===== config.mk =====
export PLATFORM = sky130hd
export DESIGN_NAME = power_mode_ctrl
export DESIGN_NICKNAME = d
export VERILOG_FILES = /design/src/rtl/power_mode_ctrl.sv
export SDC_FILE = /design/constraint.sdc
export NUM_CORES = 1
export LEC_CHECK = 0
export BUFFER_PORTS_ARGS = -buffer_cell sky130_fd_sc_hd__buf_2
export CORE_MARGIN = 2
export CORE_UTILIZATION = 36
export CTS_CLUSTER_DIAMETER = 200
export DETAILED_ROUTE_END_ITERATION = 8
export GPL_ROUTABILITY_DRIVEN = 0
export PLACE_DENSITY = 0.61
export RECOVER_POWER = 50
export SYNTH_ARGS = -nofsm -noshare
export SYNTH_HDL_FRONTEND = slang
export SYNTH_SLANG_ARGS = --single-unit

===== constraint.sdc =====
create_clock -name clk -period 5.7 [get_ports clk]
set_clock_uncertainty 0.05 [all_clocks]
set_input_delay 0.57 -clock clk [delete_from_list [all_inputs] [get_ports clk]]
set_output_delay 0.57 -clock clk [all_outputs]
set_load 0.03 [all_outputs]

===== src/rtl/power_mode_ctrl.sv =====
// power_mode_ctrl: power-mode sequencer (NORMAL/LP/SHUTDOWN) with idle escalation, forced sleep and timed wake ramp; optional dwell hysteresis under PMC_HYST_EN
package power_mode_pkg;
  typedef enum logic [1:0] {NORMAL = 2'd0, LP = 2'd1, SHUTDOWN = 2'd2} powermode_t;
endpackage

module power_mode_ctrl
  import power_mode_pkg::*;
#(
  parameter int CNT_W    = 8,
  parameter int LP_IDLE  = 16,
  parameter int SD_IDLE  = 64,
  parameter int WAKE_CYC = 4,
  parameter int DWELL    = 8
) (
  input  logic       clk,
  input  logic       rst,
  input  logic       activity,
  input  logic       wake_req,
  input  logic       sleep_req,
  output powermode_t p,
  output logic       mode_chg,
  output logic       in_wake
);
  typedef enum logic [1:0] {NORM, LPS, SD, WAKE} state_t;
  localparam logic [CNT_W-1:0] LP_LIM   = CNT_W'(LP_IDLE - 1);
  localparam logic [CNT_W-1:0] SD_LIM   = CNT_W'(SD_IDLE - 1);
  localparam logic [CNT_W-1:0] WAKE_LIM = CNT_W'(WAKE_CYC - 1);
  state_t           state_q, state_d;
  logic [CNT_W-1:0] idle_q, idle_d, wake_q, wake_d;
  powermode_t       p_d;
  logic             wake_up, to_hit, to_req, down_ok, chg;
`ifdef PMC_HYST_EN
  localparam logic [CNT_W-1:0] DWELL_LIM = CNT_W'(DWELL - 1);
  logic [CNT_W-1:0] dwell_q, dwell_d;
  logic             pend_q, pend_d;
  // Down-transitions wait for the dwell time; a timeout seen while blocked stays pending
  always_comb begin
    down_ok = dwell_q >= DWELL_LIM;
    to_req  = !activity && (to_hit || pend_q);
    dwell_d = chg ? '0 : (&dwell_q ? dwell_q : dwell_q + 1'b1);
    pend_d  = (chg || activity) ? 1'b0 : (pend_q || to_hit);
  end
  // Dwell and pending-timeout registers
  always_ff @(posedge clk or negedge rst)
    if (!rst) begin
      dwell_q <= '0;
      pend_q  <= 1'b0;
    end else begin
      dwell_q <= dwell_d;
      pend_q  <= pend_d;
    end
`else
  logic unused_dwell;
  assign unused_dwell = DWELL > 0;
  assign down_ok      = 1'b1;
  assign to_req       = !activity && to_hit;
`endif
  // Next-state decision: wake-up beats forced sleep, which beats idle timeout
  always_comb begin
    wake_up = activity || wake_req;
    to_hit  = !activity && idle_q == (state_q == NORM ? LP_LIM : SD_LIM);
    state_d = state_q;
    case (state_q)
      NORM: if (!wake_up && down_ok && (sleep_req || to_req)) state_d = sleep_req ? SD : LPS;
      LPS:  if (wake_up) state_d = NORM;
            else if (down_ok && (sleep_req || to_req)) state_d = SD;
      SD:   if (wake_up) state_d = WAKE;
      WAKE: if (wake_q == WAKE_LIM) state_d = NORM;
      default: state_d = NORM;
    endcase
    chg    = state_d != state_q;
    idle_d = (chg || activity) ? '0 : (&idle_q ? idle_q : idle_q + 1'b1);
    wake_d = (state_q == WAKE && !chg) ? wake_q + 1'b1 : '0;
    p_d    = state_d == NORM ? NORMAL : (state_d == SD ? SHUTDOWN : LP);
  end
  // State, counters and outputs, all registered from next-state
  always_ff @(posedge clk or negedge rst)
    if (!rst) begin
      state_q  <= NORM;
      idle_q   <= '0;
      wake_q   <= '0;
      p        <= NORMAL;
      mode_chg <= 1'b0;
      in_wake  <= 1'b0;
    end else begin
      state_q  <= state_d;
      idle_q   <= idle_d;
      wake_q   <= wake_d;
      p        <= p_d;
      mode_chg <= p_d != p;
      in_wake  <= state_d == WAKE;
    end
endmodule


==> qor.yml <==
outcome:
  status: "complete, no violations"
floorplanning:
  fp.dieH_um: 61.2
  chipWidth_um: 61.2
  die_area_um2: 3740
  coreArea_um2: 3080
  io-pin-count: 9
  fp-row-count: 20
  initial_core_util_pct: 38.2
setup_path:
  reg2reg_to: "mode_chg"
  crit_path_max_incr_delay_ns: 0.56
  worst_ep_required_time_ns: 5.82
  arrival_ns: 2.32
  r2r-start: "wake_q[5]"
  path_cells: "or4_4 -> or4b_4 -> o211a_4 -> a21o_1 -> mux2i_1"
  start_kind: "flip-flop"
  worstPathMaxFanout: 4
  ff2ff_path_depth: 5
  rrSetupSlack_ns: 3.51
  slowest_stage: "or4_4"
  crit_path_end_kind: "flip-flop"
  path_class: "flip-flop to flip-flop"
timing:
  hold_viol: 0
  finalSetupViolCount: 0
  relSlewSlack_pct: 24.7
  fin_crit_ns: 2.19
  rsz0062_at_grt: "no"
  setup_tns_ns: 0
  finalMaxSlewViolations: 0
  worstMarginPinSlew_ns: 1.13
  clock.fmax_mhz: 456
  post-route-period-util_pct: 38.4
global_routing:
  grt_usage_pct: 13.5
  grt_pass1_vias: 860
  overflow: 0
  antenna_found_initial: 0
  grt_pass1_wl_mm: 3.77
  grt_max_degree: 23
clock_network:
  insertion_delay_ns: 0.31
  cts_buffers: 3
  cts_setup_buffers: 0
  h-tree-depth: 1
  cts_tree: "built"
  cts_resized: 0
  hold_buffers: 0
  clk_root_buffer_cell: "clkbuf_4"
  clkSinkCount: 22
  clkTransAtPathRegs_ns: 0.12
  cts_max_path_buffers: 2
placed_design:
  numPortBuffers: 8
  detailed_place_hpwl_mm: 1.59
synthesis:
  ys_ff_latch: 22
  yosysUniqueCellTypes: 39
  synth_warnings: 0
  synth_mux_area_share_pct: 2.66
  synth_area_um2: 1180
  syn-num-nets: 128
  synth_xor_area_share_pct: 5.21
  synthSimpleGateAreaFrac_pct: 26.5
  syn_area_per_cell_um2: 9.72
  synth_compound_area_share_pct: 14.1
  synth_top_family_by_area: "simple AND/OR/NAND/NOR gates"
  synthCells: 121
  synth_fa_ha_area_share_pct: 2.13
  ys_seq_area_share_pct: 46.8
pwr:
  ir_worst_vdd_mv: 0.170
  power_per_cell_area_nw_per_um2: 349
  p_leak_nw: 0.567
detailed_routing:
  drt_iter0_drc: 73
  drtPass1Iterations: 4
  drtAntennaViolNets: 0
  wl_mm: 2.17
  routedWlPerCell_um: 12.7
  vias: 918
  drc_errors: 0
  via_per_inst: 5.40
flow_run:
  maxCapViolCount: 0
layout:
  drive_gt1_share_pct: 11.1
  utilization_pct: 41.2
  diodes: 0
  finalNetCount: 135
  synthToLayoutAreaGrowth_pct: 7.87
min_path:
  hp-class: "primary input to async pin"
==> layout make-up <==
| type | count | area (um2) |
|---|---|---|
| clock buffers | 3 | 22.5 |
| inverters | 2 | 7.51 |
| flip-flops and latches | 22 | 551 |
| repair buffers | 8 | 37.5 |
| multi-input cells | 91 | 596 |
| fillers | 308 | 1810 |
| well taps | 44 | 55.1 |
==> critical path: cells and delay by family, from the launching register on <==
kind | cells | cell delay (ns)
simple gates | 2 | 1.12
flops | 1 | 0.43
compound gates | 2 | 0.35
mux | 1 | 0.12
==> synthesized netlist by cell type (all sizes together) <==
library cell  count  share of area (%)
nor2             11                3.5
clkbuf            5                1.6
dfrtp            22                 47
nor3b             1               0.64
nand4             2                1.1
and3b             1               0.74
or4               1               0.96
o211a             2                2.3
nor4b             1               0.74
buf               1               0.32
o21ai             4                1.7
a21o              3                1.9
o211ai            1               0.64
nor4              2                1.1
o31ai             1               0.64
or3               1               0.53
o311ai            1               0.74
inv               2               0.64
mux2              1               0.96
o41ai             1               0.74
nor2b             1               0.53
nor3              4                1.7
o21a              1               0.64
mux2i             2                1.7
and4              3                2.2
or2               1               0.53
o2111ai           1               0.74
or4b              1                1.2
xnor2             2                1.5
ha                2                2.1
xor2              5                3.7
nand3            10                4.3
a21oi             3                1.3
a211oi            1               0.64
nand2b            3                1.6
a31oi             4                2.1
and3              5                2.7
nand2             8                2.6
==> metal layers <==
metal | share of wire (%) | vias to the layer above | track usage, % | routed length [um]
li1 | - | 453 | - | -
met1 | 48 | 450 | 17.7 | 1030
met2 | 48 | 11 | 22.5 | 1040
met3 | 3.1 | 4 | 3.78 | 67
met4 | 1.1 | 0 | 2.80 | 23
met5 | 0 | - | 0 | 0
==> power breakdown <==
group	switching, mW	internal [mW]	total [mW]
sequential	0.0436	0.187	0.230
clock	0.0439	0.0246	0.0686
combinational	0.0850	0.0586	0.144
==> cells by family after synthesis <==
group	count (synthesis)
buffers and inverters	8
AND/OR/NAND/NOR	56
AO/OA/AOI/OAI	23
XOR/XNOR	7
flip-flops	22
multiplexers	3
adder cells (fa/ha/maj)	2
==> flip-flops by register name, summed over array words and instances (netlist names) <==
name,cells
idle_q,8
in_wake,1
mode_chg,1
p,2
state_q,2
wake_q,8
==> placed cells by master (no fill, tap or decap), drive strengths merged, types with 3 or more instances in the layout <==
cell / n
nor3: 4
a31oi: 4
and4: 3
a21o: 3
xor2: 5
o21ai: 4
nand3: 10
a21oi: 3
and3: 5
nor2: 11
nand2b: 3
buf: 6
clkbuf: 5
dfrtp: 22
nand2: 8
==> per-stage QoR <==
| step | power, mW | worst slack, ns | hold WS, ns | cells | area (um2) |
|---|---|---|---|---|---|
| 2_1_floorplan | 0.338 | 3.61 | 0.224 | 121 | 1180 |
| 3_3_place_gp | 0.374 | 3.53 | 0.451 | 167 | 1250 |
| 3_5_place_dp | 0.378 | 3.51 | 0.456 | 167 | 1250 |
| 4_1_cts | 0.447 | 3.50 | 0.170 | 170 | 1270 |
| 5_1_grt | 0.476 | 3.36 | 0.506 | 170 | 1270 |
| 6_report | 0.442 | 3.51 | 0.394 | 170 | 1270 |
==> how the worst max path moves through the flow <==
stage,end,slack (ns),start,depth (start not counted)
4_1_cts,mode_chg,3.50,wake_q[5],5
3_5_place_dp,mode_chg,3.51,wake_q[5],5
3_3_place_gp,mode_chg,3.53,wake_q[5],5
5_1_grt,idle_q[6],3.36,state_q[1],5
2_1_floorplan,mode_chg,3.61,wake_q[5],5
6_report,mode_chg,3.51,wake_q[5],5
No activity file was read; power rests on OpenSTA's default activity.
